<file path="config.mk">
export PLATFORM = sky130hd
export DESIGN_NAME = uart_alu_sequencer
export DESIGN_NICKNAME = d
export VERILOG_FILES = /design/src/rtl/uart_alu_sequencer.sv
export SDC_FILE = /design/constraint.sdc
export NUM_CORES = 1
export LEC_CHECK = 0
export CAP_MARGIN = 20
export CORE_ASPECT_RATIO = 0.7
export CORE_MARGIN = 2
export CORE_UTILIZATION = 48
export CTS_CLUSTER_DIAMETER = 80
export DETAILED_ROUTE_END_ITERATION = 6
export HOLD_SLACK_MARGIN = 0.1
export PLACE_DENSITY = 0.88
export SLEW_MARGIN = 20
export SYNTH_ARGS = -nofsm -noshare
export SYNTH_HDL_FRONTEND = slang
export SYNTH_SLANG_ARGS = --single-unit
</file>
<file path="constraint.sdc">
create_clock -name i_clock -period 3.4 [get_ports i_clock]
set_input_delay 0.68 -clock i_clock [delete_from_list [all_inputs] [get_ports i_clock]]
set_output_delay 0.68 -clock i_clock [all_outputs]
set_load 0.1 [all_outputs]
</file>
<file path="src/rtl/uart_alu_sequencer.sv">
// uart_alu_sequencer
//   Command sequencer between the UART receiver, the combinational ALU and
//   the UART transmitter. It collects operand A, operand B and an opcode
//   byte in order, holds them on registered ALU inputs, captures the ALU
//   result one cycle later and issues a single transmit request for it.
//   Unknown opcodes transmit ERR_CODE instead of the result. Bytes that
//   arrive while a command is in flight are dropped and flagged.
//
//   Optional feature macro: RX_TIMEOUT_EN
//     defined   : a 16-bit baud-tick counter aborts a partial command
//                 (back to GET_A, one-cycle o_timeout pulse) when no byte
//                 arrives within TIMEOUT_TICKS ticks in GET_B / GET_OP.
//     undefined : no counter, i_s_tick unused, o_timeout tied to 0.
//
// Ports
//   i_clock         system clock, rising edge
//   i_reset         asynchronous active-low reset
//   i_rx_done_tick  receiver byte-valid pulse, i_rx_data valid with it
//   i_rx_data       received byte
//   i_s_tick        16x baud tick (timeout counting only)
//   i_alu_result    combinational ALU output
//   i_tx_done_tick  transmitter frame-finished pulse
//   o_alu_a/b/op    registered ALU operands and opcode
//   o_tx_start      one-cycle transmit request
//   o_tx_data       byte to transmit, stable until the frame completes
//   o_busy          high in EXEC, SEND and WAIT_TX
//   o_overrun       sticky dropped-byte flag
//   o_timeout       one-cycle inter-byte timeout pulse
module uart_alu_sequencer #(
    parameter int                N_BITS        = 8,
    parameter int                N_OP          = 6,
    parameter logic [N_BITS-1:0] ERR_CODE      = 8'hFF,
    parameter logic [15:0]       TIMEOUT_TICKS = 16'd40000
) (
    input  logic              i_clock,
    input  logic              i_reset,
    input  logic              i_rx_done_tick,
    input  logic [N_BITS-1:0] i_rx_data,
    input  logic              i_s_tick,
    input  logic [N_BITS-1:0] i_alu_result,
    input  logic              i_tx_done_tick,
    output logic [N_BITS-1:0] o_alu_a,
    output logic [N_BITS-1:0] o_alu_b,
    output logic [N_OP-1:0]   o_alu_op,
    output logic              o_tx_start,
    output logic [N_BITS-1:0] o_tx_data,
    output logic              o_busy,
    output logic              o_overrun,
    output logic              o_timeout
);

    typedef enum logic [5:0] {
        GET_A   = 6'b000001,
        GET_B   = 6'b000010,
        GET_OP  = 6'b000100,
        EXEC    = 6'b001000,
        SEND    = 6'b010000,
        WAIT_TX = 6'b100000
    } state_t;

    state_t state, state_n;
    logic   op_valid;
    logic   tmo_fire;

    function automatic logic op_is_valid(input logic [N_OP-1:0] op);
        case (op)
            6'b100000, 6'b100010, 6'b100100, 6'b100101,
            6'b100110, 6'b100111, 6'b000011, 6'b000010: op_is_valid = 1'b1;
            default:                                    op_is_valid = 1'b0;
        endcase
    endfunction

    // ---------------------------------------------------------------
    // Inter-byte timeout
    // ---------------------------------------------------------------
`ifdef RX_TIMEOUT_EN
    logic [15:0] tmo_cnt;
    logic        tmo_q;
    logic        in_get_bop;

    assign in_get_bop = (state == GET_B) || (state == GET_OP);
    // A byte landing on the expiring tick wins: the command carries on.
    assign tmo_fire   = in_get_bop && i_s_tick && !i_rx_done_tick &&
                        (tmo_cnt == TIMEOUT_TICKS - 16'd1);

    always_ff @(posedge i_clock or negedge i_reset) begin
        if (!i_reset) begin
            tmo_cnt <= '0;
            tmo_q   <= 1'b0;
        end else begin
            tmo_q <= tmo_fire;
            if (i_rx_done_tick || tmo_fire || (state_n == GET_A && state != GET_A))
                tmo_cnt <= '0;
            else if (in_get_bop && i_s_tick)
                tmo_cnt <= tmo_cnt + 16'd1;
        end
    end

    assign o_timeout = tmo_q;
`else
    logic unused_tmo;
    assign unused_tmo = i_s_tick ^ (^TIMEOUT_TICKS);
    assign tmo_fire   = 1'b0;
    assign o_timeout  = 1'b0;
`endif

    // ---------------------------------------------------------------
    // FSM
    // ---------------------------------------------------------------
    always_ff @(posedge i_clock or negedge i_reset) begin
        if (!i_reset) state <= GET_A;
        else          state <= state_n;
    end

    always_comb begin
        state_n = state;
        case (state)
            GET_A:   if (i_rx_done_tick) state_n = GET_B;
            GET_B:   if (i_rx_done_tick) state_n = GET_OP;
                     else if (tmo_fire)  state_n = GET_A;
            GET_OP:  if (i_rx_done_tick) state_n = EXEC;
                     else if (tmo_fire)  state_n = GET_A;
            EXEC:    state_n = SEND;
            SEND:    state_n = WAIT_TX;
            WAIT_TX: if (i_tx_done_tick) state_n = GET_A;
            default: state_n = GET_A;
        endcase
    end

    assign o_tx_start = (state == SEND);
    assign o_busy     = (state == EXEC) || (state == SEND) || (state == WAIT_TX);

    // ---------------------------------------------------------------
    // Operand / result registers
    // ---------------------------------------------------------------
    always_ff @(posedge i_clock or negedge i_reset) begin
        if (!i_reset) begin
            o_alu_a   <= '0;
            o_alu_b   <= '0;
            o_alu_op  <= '0;
            op_valid  <= 1'b0;
            o_tx_data <= '0;
            o_overrun <= 1'b0;
        end else begin
            if (i_rx_done_tick) begin
                case (state)
                    GET_A:  o_alu_a <= i_rx_data;
                    GET_B:  o_alu_b <= i_rx_data;
                    GET_OP: begin
                        // An invalid opcode leaves the ALU opcode untouched.
                        if (op_is_valid(i_rx_data[N_OP-1:0])) begin
                            o_alu_op <= i_rx_data[N_OP-1:0];
                            op_valid <= 1'b1;
                        end else begin
                            op_valid <= 1'b0;
                        end
                    end
                    default: o_overrun <= 1'b1;
                endcase
            end
            // ALU inputs have been stable for a full cycle by now.
            if (state == EXEC)
                o_tx_data <= op_valid ? i_alu_result : ERR_CODE;
        end
    end

endmodule

</file>
==> results.cfg <==
[setup_path]
path_buf_inv = 1
worstSetupPathType = reg -> out
cp_data_arrival_time_ps = 1840
end_kind = output pin
slowest_delay_ps = 600
cp-start-kind = flip-flop
cp_cell_sequence = or4_1, o21ai_1, buf_4
cp_top_family = simple AND/OR/NAND/NOR gates
crit_required_ps = 2720
critPathMaxFanout = 9
cp_slowest_cell = or4_1

[route]
antenna_left = 0
drtIter0Drc = 67
wire_per_inst_um = 13.9
first_pass_iters = 4
drc = 0
wl_um = 3240
num_vias = 1166
vias_per_cell = 4.98

[place]
dp_hpwl_um = 2370
numPlacedInstances = 226
portBuffers = 52
gp_congestion = 0.817
placed_cell_area_um2 = 2160

[finish]
insertedDiodeCount = 0
multi_input_area_um2 = 629
syn_to_final_growth_pct = 39.0
stdcell_count = 234
fill_cells = 227
drive_gt1_share_pct = 20.9
fin_util_pct = 70.8
nNetsFinal = 207
seqCellArea_um2 = 952
final_area_um2 = 2270

[yosys]
syn_avg_cell_area_um2 = 12.4
ys_seq_area_share_pct = 58.2
synth-edff-count = 0
netlist_area_um2 = 1640
synth_most_common_cell = dfrtp_1
synth_top_area_cell = dfrtp_1
synth_fp_nets = 153
ys_top_cells_by_count = dfrtp_1, mux2_2, nand2_1
synth_top_area_share_pct = 56.6
synth-seq-cells = 38
ys_async_sr_fraction_pct = 100
synth_flop_cell = dfrtp_1
synth_warnings = 0
netlist_instances = 132
yosys-top-cells-area = dfrtp_1, mux2_2, mux2_4, nor2b_1, o21ai_0
yosys.cell_types.count = 32

[timing]
setup_tns_ps = 0
post-route-min-period_ps = 2520
rsz0062_at_grt = no
fin_crit_sh_pct = 74.1
worst_pin_slew_ps = 994
slew_violations = 0
fmax_ghz = 0.397
hold_violations = 0
slew_headroom_pct = 33.5
setup_violations = 0
fin_worst_skew_ps = 5.74

[grt]
antenna_found_initial = 0
grt_pass1_wl_um = 5180
overflow = 0
grt_pass1_vias = 1102
grtUsageTotal_pct = 18.5
grt_max_degree = 39

[clock_tree]
clkLatencyLatePin_ps = 280
cts_setup_buffers = 0
cts_root_buf = clkbuf_8
htreeDepth = 2
cts_hold_buf = 0
cts_resized = 0
cts_tree = done
cts.sinks = 38
cts.reportedPaths.clkPinSlew_ps = 70
clock_path_buffers = 2
cts_buffers = 5

[die]
io_pins = 55
die_w_um = 73.8
fp.dieH_um = 52.9
rows = 17
dieArea_um2 = 3900
initial_core_util_pct = 51.0
fp.coreArea_um2 = 3210

[outcome]
status = complete, no violations

[min_path]
min_path_type = reg -> reg

[job]
drv_cap = 0
==> stage by stage <==
| step | hold slack (ps) | setup WS [ps] |
|---|---|---|
| 6_report | 458 | 881 |
| 5_1_grt | 499 | 817 |
| 4_1_cts | 465 | 876 |
| 3_5_place_dp | 450 | 606 |
| 3_3_place_gp | 445 | 689 |
| 2_1_floorplan | 384 | 308 |
==> worst reg2reg max path, delay by kind of cell, from the launching register on <==
| kind | cells | cell delay (ps) |
|---|---|---|
| DFF | 1 | 480 |
| and+or+nand+nor | 3 | 1130 |
| muxes | 1 | 360 |
==> sequential cells by signal, indices dropped and copies added, names as in the netlist <==
signal and cells:
state 6, o_tx_data 8, o_alu_op 6, op_valid 1, o_alu_a 8, o_alu_b 8, o_overrun 1
==> cell families after synthesis <==
logic type / share of synthesized area [%]
flops: 58.2
other cells: 0.229
compound gates: 5.50
buf+inv: 3.36
simple gates: 17.0
xor+xnor: 1.07
mux: 14.7
==> per-layer routing <==
| layer | vias up | part of all wire, % | global-route usage [%] |
|---|---|---|---|
| met5 | - | 0 | 0 |
| met4 | 0 | 1.1 | 6.97 |
| met3 | 5 | 11 | 8.19 |
| met2 | 51 | 45 | 28.1 |
| met1 | 556 | 43 | 23.4 |
| li1 | 554 | - | - |
==> cell usage in the layout, fill, tap and decap left out, types with 2 or more instances in the layout <==
| cell type | n |
|---|---|
| clkdlybuf4s50_1 | 47 |
| dfrtp_1 | 37 |
| mux2_2 | 16 |
| nand2_1 | 13 |
| o21ai_0 | 10 |
| nor2b_1 | 9 |
| clkbuf_8 | 8 |
| buf_4 | 5 |
| nor2_1 | 4 |
| mux2_4 | 4 |
| or4_1 | 3 |
| inv_1 | 3 |
| and2_1 | 3 |
| nand3_1 | 3 |
| nand2b_1 | 2 |
| nor4_1 | 2 |
| a21o_1 | 2 |
==> layout make-up <==
class	instances	share of cell area [%]
clock buffers	8	4.84
well taps	47	2.59
multi-input cells	85	27.7
repair buffers	53	22.6
inverters	3	0.495
flip-flops and latches	38	41.9
==> path summary, 6_finish.rpt <==
path	depth (start not counted)	from	slack [ps]	endpoint
worst max-delay path	3	state[2]	880	o_busy
worst min-delay path	1	o_overrun	460	o_overrun
worst max register to register	4	state[5]	1320	o_alu_op[2]
worst min register to register	1	o_overrun	460	o_overrun
max in group asynchronous	1	i_reset	2390	state[1]
min in group asynchronous	1	i_reset	490	o_tx_data[2]
Power is left out: the tool's default activity adds up to more than one toggle a clock period on the data nets, which glitch-free logic cannot reach.
